## config.mk

```make
export PLATFORM = sky130hd
export DESIGN_NAME = param_frame_tx
export DESIGN_NICKNAME = d
export VERILOG_FILES = /design/src/rtl/param_frame_pkg.sv /design/src/rtl/param_frame_shifter.sv /design/src/rtl/param_frame_tx.sv
export SDC_FILE = /design/constraint.sdc
export NUM_CORES = 1
export LEC_CHECK = 0
export ABC_CLOCK_PERIOD_IN_PS = 4250
export CELL_PAD_IN_SITES_DETAIL_PLACEMENT = 1
export CELL_PAD_IN_SITES_GLOBAL_PLACEMENT = 1
export CORE_ASPECT_RATIO = 1.5
export CORE_MARGIN = 4
export CORE_UTILIZATION = 30
export DETAILED_ROUTE_END_ITERATION = 10
export GPL_TIMING_DRIVEN = 0
export PLACE_DENSITY_LB_ADDON = 0.1
export SLEW_MARGIN = 20
export SYNTH_ARGS = -nofsm -noshare
export SYNTH_HDL_FRONTEND = slang
export SYNTH_SLANG_ARGS = --single-unit
```

## constraint.sdc

```tcl
create_clock -name clk -period 4.25 [get_ports clk]
set_input_delay 0.6375 -clock clk [delete_from_list [all_inputs] [get_ports clk]]
set_output_delay 0.6375 -clock clk [all_outputs]
set_load 0.005 [all_outputs]
```

## src/rtl/param_frame_pkg.sv

```systemverilog
// Shared definitions for the parameter frame transmitter.
// Field states, sync byte, field widths and the real-value scale.
package param_frame_pkg;

    typedef enum logic [2:0] {
        ST_IDLE,
        ST_SYNC,
        ST_INT,
        ST_SIZED,
        ST_REAL,
        ST_STR,
        ST_CSUM
    } state_t;

    localparam logic [7:0] SYNC_BYTE  = 8'hA5;
    localparam int         INT_W      = 32;
    localparam int         SIZED_W    = 8;
    localparam int         REAL_W     = 32;
    localparam int         CSUM_W     = 8;
    localparam int         REAL_SCALE = 1000;

    function automatic state_t next_field(input state_t s);
        unique case (s)
            ST_SYNC:  return ST_INT;
            ST_INT:   return ST_SIZED;
            ST_SIZED: return ST_REAL;
            ST_REAL:  return ST_STR;
            ST_STR:   return ST_CSUM;
            default:  return ST_IDLE;
        endcase
    endfunction

endpackage

```

## src/rtl/param_frame_shifter.sv

```systemverilog
// Byte load/shift register with a CLK_DIV bit-period divider.
// bit_tick marks the last cycle of a bit, byte_done the last cycle of a byte.
module param_frame_shifter #(
    parameter int CLK_DIV = 4
) (
    input  logic       clk,
    input  logic       rst,
    input  logic       clear,
    input  logic       load,
    input  logic       en,
    input  logic [7:0] din,
    output logic       sdo,
    output logic       bit_tick,
    output logic       byte_done
);

    localparam int DW = (CLK_DIV > 1) ? $clog2(CLK_DIV) : 1;

    logic [DW-1:0] div_cnt;
    logic [2:0]    bit_cnt;
    logic [7:0]    sr;

    assign bit_tick  = en && (div_cnt == DW'(CLK_DIV - 1));
    assign byte_done = bit_tick && (bit_cnt == 3'd7);
    assign sdo       = sr[7];

    // A load on the byte_done cycle takes priority over the final shift.
    always_ff @(posedge clk) begin
        if (rst || clear) begin
            sr      <= '0;
            div_cnt <= '0;
            bit_cnt <= '0;
        end else if (load) begin
            sr      <= din;
            div_cnt <= '0;
            bit_cnt <= '0;
        end else if (bit_tick) begin
            sr      <= {sr[6:0], 1'b0};
            div_cnt <= '0;
            bit_cnt <= bit_cnt + 3'd1;
        end else if (en) begin
            div_cnt <= div_cnt + 1'b1;
        end
    end

endmodule

```

## src/rtl/param_frame_tx.sv

```systemverilog
// Serialises SYNC, integer, sized, real, string and XOR checksum fields
// MSB first onto a single line with a start/busy/done handshake.
module param_frame_tx
    import param_frame_pkg::*;
#(
    parameter int                   PARAM_INTEGER       = 10,
    parameter int                   PARAM_INTEGER_SIZED = 65535,
    parameter real                  PARAM_REAL          = 3.14,
    parameter int                   STR_LEN             = 9,
    parameter logic [8*STR_LEN-1:0] PARAM_STRING        = "A string.",
    parameter int                   CLK_DIV             = 4
) (
    input  logic clk,
    input  logic rst,
    input  logic start,
    input  logic abort,
    output logic busy,
    output logic done,
    output logic sdo,
    output logic sdo_valid
);

    localparam logic [INT_W-1:0]   INT_V   = INT_W'(PARAM_INTEGER);
    localparam logic [SIZED_W-1:0] SIZED_V = SIZED_W'(PARAM_INTEGER_SIZED);
    localparam logic [REAL_W-1:0]  REAL_V  =
        REAL_W'($rtoi(PARAM_REAL * REAL_SCALE));
    localparam int MAXB = (STR_LEN > INT_W / 8) ? STR_LEN : INT_W / 8;
    localparam int IW   = (MAXB > 1) ? $clog2(MAXB) : 1;

    state_t            state;
    state_t            ns;
    logic [IW-1:0]     byte_idx;
    logic [IW-1:0]     ni;
    logic [IW-1:0]     last_idx;
    logic [CSUM_W-1:0] csum;
    logic [7:0]        nxt_byte;
    logic              load;
    logic              clear;
    logic              frame_end;
    logic              bit_tick;
    logic              byte_done;
    logic              payload;

    always_comb begin
        last_idx = '0;
        unique case (state)
            ST_INT:   last_idx = IW'(INT_W / 8 - 1);
            ST_SIZED: last_idx = IW'(SIZED_W / 8 - 1);
            ST_REAL:  last_idx = IW'(REAL_W / 8 - 1);
            ST_STR:   last_idx = IW'(STR_LEN - 1);
            default:  last_idx = '0;
        endcase
    end

    always_comb begin
        ns = state;
        ni = byte_idx;
        if (state == ST_IDLE) begin
            if (start) begin
                ns = ST_SYNC;
                ni = '0;
            end
        end else if (byte_done) begin
            if (byte_idx == last_idx) begin
                ns = next_field(state);
                ni = '0;
            end else begin
                ni = byte_idx + 1'b1;
            end
        end
    end

    // Byte to load for the field/index being entered.
    always_comb begin
        nxt_byte = '0;
        unique case (ns)
            ST_SYNC:  nxt_byte = SYNC_BYTE;
            ST_INT:   nxt_byte = 8'(INT_V >> (8 * (INT_W / 8 - 1 - int'(ni))));
            ST_SIZED: nxt_byte = SIZED_V;
            ST_REAL:  nxt_byte = 8'(REAL_V >> (8 * (REAL_W / 8 - 1 - int'(ni))));
            ST_STR:   nxt_byte = 8'(PARAM_STRING >> (8 * (STR_LEN - 1 - int'(ni))));
            ST_CSUM:  nxt_byte = csum;
            default:  nxt_byte = '0;
        endcase
    end

    assign frame_end = (state == ST_CSUM) && byte_done;
    assign load      = !abort &&
                       (((state == ST_IDLE) && start) || (byte_done && !frame_end));
    assign clear     = abort || frame_end;
    assign payload   = (ns == ST_INT) || (ns == ST_SIZED) ||
                       (ns == ST_REAL) || (ns == ST_STR);

    // Checksum folds in each payload byte as it is loaded for sending.
    always_ff @(posedge clk) begin
        if (rst) begin
            state     <= ST_IDLE;
            byte_idx  <= '0;
            csum      <= '0;
            busy      <= 1'b0;
            done      <= 1'b0;
            sdo_valid <= 1'b0;
        end else begin
            done <= 1'b0;
            if (abort) begin
                state     <= ST_IDLE;
                byte_idx  <= '0;
                csum      <= '0;
                busy      <= 1'b0;
                sdo_valid <= 1'b0;
            end else begin
                state    <= ns;
                byte_idx <= ni;
                if ((state == ST_IDLE) && start) begin
                    busy      <= 1'b1;
                    sdo_valid <= 1'b1;
                    csum      <= '0;
                end else if (frame_end) begin
                    busy      <= 1'b0;
                    sdo_valid <= 1'b0;
                    done      <= 1'b1;
                    csum      <= '0;
                end else if (load && payload) begin
                    csum <= csum ^ nxt_byte;
                end
            end
        end
    end

    param_frame_shifter #(
        .CLK_DIV(CLK_DIV)
    ) u_shifter (
        .clk      (clk),
        .rst      (rst),
        .clear    (clear),
        .load     (load),
        .en       (busy),
        .din      (nxt_byte),
        .sdo      (sdo),
        .bit_tick (bit_tick),
        .byte_done(byte_done)
    );

endmodule

```

==> impl_metrics.env <==
export IMPL_synthCells=297
export IMPL_crit_path_max_fanout=9
export IMPL_cap_violations=0
export IMPL_wl_per_cell_um=19.1
export IMPL_fp_dieW_um=79.2
export IMPL_final_cell_count_no_fill=412
export IMPL_ys_flop_type="dfxtp_1"
export IMPL_holdBufCountCts=0
export IMPL_gp_congestion=0.904
export IMPL_drv_slew=0
export IMPL_cts_root_buffer="clkbuf_8"
export IMPL_drive_gt1_frac=0.135
export IMPL_first_pass_iters=4
export IMPL_ant_nets=0
export IMPL_ir_drop_mv=0.144
export IMPL_yosysSeqAreaShare=0.263
export IMPL_outcome="completed"
export IMPL_setup_viol=0
export IMPL_fin_crit_sh=0.868
export IMPL_die_h_um=115
export IMPL_finalPower_uw=598
export IMPL_fin_skew_ps=10.8
export IMPL_yosysTopAreaCell="dfxtp_1"
export IMPL_grt_pass1_vias=2484
export IMPL_min_path_type="register to register"
export IMPL_fin_ws_ps=562
export IMPL_grt_setup_unrepaired="no"
export IMPL_area_growth_syn_to_layout_pct=14.5
export IMPL_p_leak_uw=0.000951
export IMPL_ys_ff_latch=30
export IMPL_netlist_area_leader_share=0.263
export IMPL_hold_violations=0
export IMPL_placed_cells=404
export IMPL_pre_cts_ws_ps=-231
export IMPL_worstMarginPinSlew_ps=1090
export IMPL_cts_sinks=30
export IMPL_antenna_found_initial=0
export IMPL_design_core_area_mm2=0.00732
export IMPL_fin_hold_ws_ps=465
export IMPL_rows=38
export IMPL_tns_ps=0
export IMPL_die_area_mm2=0.00910
export IMPL_clk_pin_slew_ps=70
export IMPL_synthesis_area_mm2=0.00228
export IMPL_drcViolationCount=0
export IMPL_vias=2362
export IMPL_io_buffer_count=7
export IMPL_ys_types=66
export IMPL_grt_overflow=0
export IMPL_grt_usage=0.182
export IMPL_drtIter0Drc=123
export IMPL_ys_warnings_count=0
export IMPL_fill_cells=946
export IMPL_syn_area_per_cell_um2=7.69
export IMPL_diodes=0
export IMPL_synthTopCellsByArea="dfxtp_1, a21oi_1, o21ai_0"
export IMPL_ys_async_sr_fraction=0
export IMPL_grt_pass1_wl_um=12900
export IMPL_totalWireLength_um=7880
export IMPL_period_needed_ps=3690
export IMPL_worst_ep_required_time_ps=4420
export IMPL_clk_latency_ps=300
export IMPL_crit_arrival_ps=3860
export IMPL_synth_edf_count=0
export IMPL_io_pins=8
export IMPL_grt_max_degree=11
export IMPL_path_class="register to register"
export IMPL_cp_start_kind="register"
export IMPL_syn_nets=306
export IMPL_setup_worst_path_end_class="register"
export IMPL_nNetsFinal=320
export IMPL_cts_htree_levels=2
export IMPL_post_cts_buffers=0
export IMPL_detail_route_vias_per_cell=5.73
export IMPL_fmaxAchievable_ghz=0.271
export IMPL_cts_tree="built"
export IMPL_initial_core_util=0.312
export IMPL_dp_hpwl_um=5950
export IMPL_max_slew_margin=0.263
export IMPL_clockBufferDepth=2
export IMPL_numCtsBuffers=5
export IMPL_p_per_area_mw_per_mm2=229
final timing paths:
check                           slack, ps                         startpoint                                 to  cells past startpoint
worst min-delay path                  470  u_shifter.bit_cnt[1]$_SDFFE_PP0P_  u_shifter.bit_cnt[1]$_SDFFE_PP0P_                      2
worst min register to register        470  u_shifter.bit_cnt[1]$_SDFFE_PP0P_  u_shifter.bit_cnt[1]$_SDFFE_PP0P_                      2
worst max register to register        560  u_shifter.bit_cnt[0]$_SDFFE_PP0P_               csum[6]$_SDFFE_PP0P_                     15
worst max-delay path                  560  u_shifter.bit_cnt[0]$_SDFFE_PP0P_               csum[6]$_SDFFE_PP0P_                     15
cells in the mapped netlist (3+ instances only):
library cell,n
ha_1,5
mux2i_1,5
and3_1,7
clkbuf_1,5
or3_1,6
a211oi_2,3
o211ai_1,6
nand4_1,4
o21ai_0,20
nor4_1,7
xnor2_1,4
inv_1,11
nor3_1,8
nand3_1,10
xor2_1,3
a21oi_1,30
o21ai_1,5
nor2_1,22
a211oi_1,4
dfxtp_1,30
nand2_1,23
o211a_1,4
nor2b_1,3
o31ai_1,4
buf_4,6
a31oi_1,6
buf_2,6
placed cells by master (no fill, tap or decap), types with 5 or more instances in the layout:
cell type and count:
nor3_1 8, and3_1 7, nand3_1 10, a21oi_1 30, nand2_1 23, o211ai_1 6
nor4_1 7, a31oi_1 6, dfxtp_1 30, buf_2 6, buf_4 6, clkbuf_8 6
clkdlybuf4s50_1 6, clkbuf_1 5, or3_1 6, nor2_1 22, ha_1 5, mux2i_1 5
o21ai_0 20, o21ai_1 5, inv_1 11
cells by family (layout without fill, tap and decap cells):
group                    count (synthesis)  in the layout  share of synthesized area
AO/OA/AOI/OAI                          110            110                      0.335
XOR/XNOR                                 7              7                     0.0268
adder cells (fa/ha/maj)                  5              5                     0.0274
buffers and inverters                   32             47                     0.0723
flip-flops                              30             30                      0.263
multiplexers                             5              5                     0.0219
AND/OR/NAND/NOR                        108            108                      0.253
stage by stage:
stage | cell area (µm²) | utilization
final | 2620 | 0.357
after global routing | 2620 | 0.357
after CTS | 2570 | 0.352
after detailed placement | 2480 | 0.339
after global placement | 2480 | 0.339
after floorplan | 2280 | -
power by group:
part / switching (µW) / internal (µW)
sequential: 2.04 / 284
combinational: 32.1 / 17.3
clock: 132 / 130
critical path, cell delays in order (launching register included):
cell,delay [ps]
dfxtp_1,350
ha_1,160
ha_1,240
and3_1,180
buf_4,160
o211ai_1,140
o31ai_4,460
inv_2,180
ha_1,280
inv_1,170
a21oi_1,120
o31ai_1,620
a211oi_2,100
o21bai_1,200
xor2_1,160
nor2_1,50
what timing repair did:
| item | 4_1_cts | 5_1_grt |
|---|---|---|
| endpoints found under the hold margin | 0 | 0 |
| gates resized for setup | 0 | 5 |
| setup endpoints to repair | 0 | 8 |
state kept, by name (all words and copies together), names as in the netlist:
| signal | cells |
|---|---|
| state | 3 |
| sdo_valid | 1 |
| u_shifter.div_cnt | 2 |
| byte_idx | 4 |
| csum | 8 |
| u_shifter.bit_cnt | 3 |
| done | 1 |
| u_shifter.sr | 8 |
per-layer routing:
layer / global-route usage / share of wire / up-vias
met3: 0.0266 / 0.018 / 16
met5: 0 / 0 / -
met2: 0.323 / 0.52 / 34
met4: 0.0917 / 0.032 / 0
met1: 0.211 / 0.43 / 1166
li1: - / - / 1146
layout make-up:
class / instances / area, µm² / share of cell area
flip-flops and latches: 30 / 601 / 0.230
clock inverters: 2 / 12.5 / 0.00478
well taps: 100 / 125 / 0.0478
inverters: 12 / 45.0 / 0.0172
repair buffers: 7 / 72.6 / 0.0278
clock buffers: 6 / 82.6 / 0.0316
plain buffers: 20 / 120 / 0.0459
multi-input cells: 235 / 1560 / 0.595
Power figures use the tool's default switching activity.
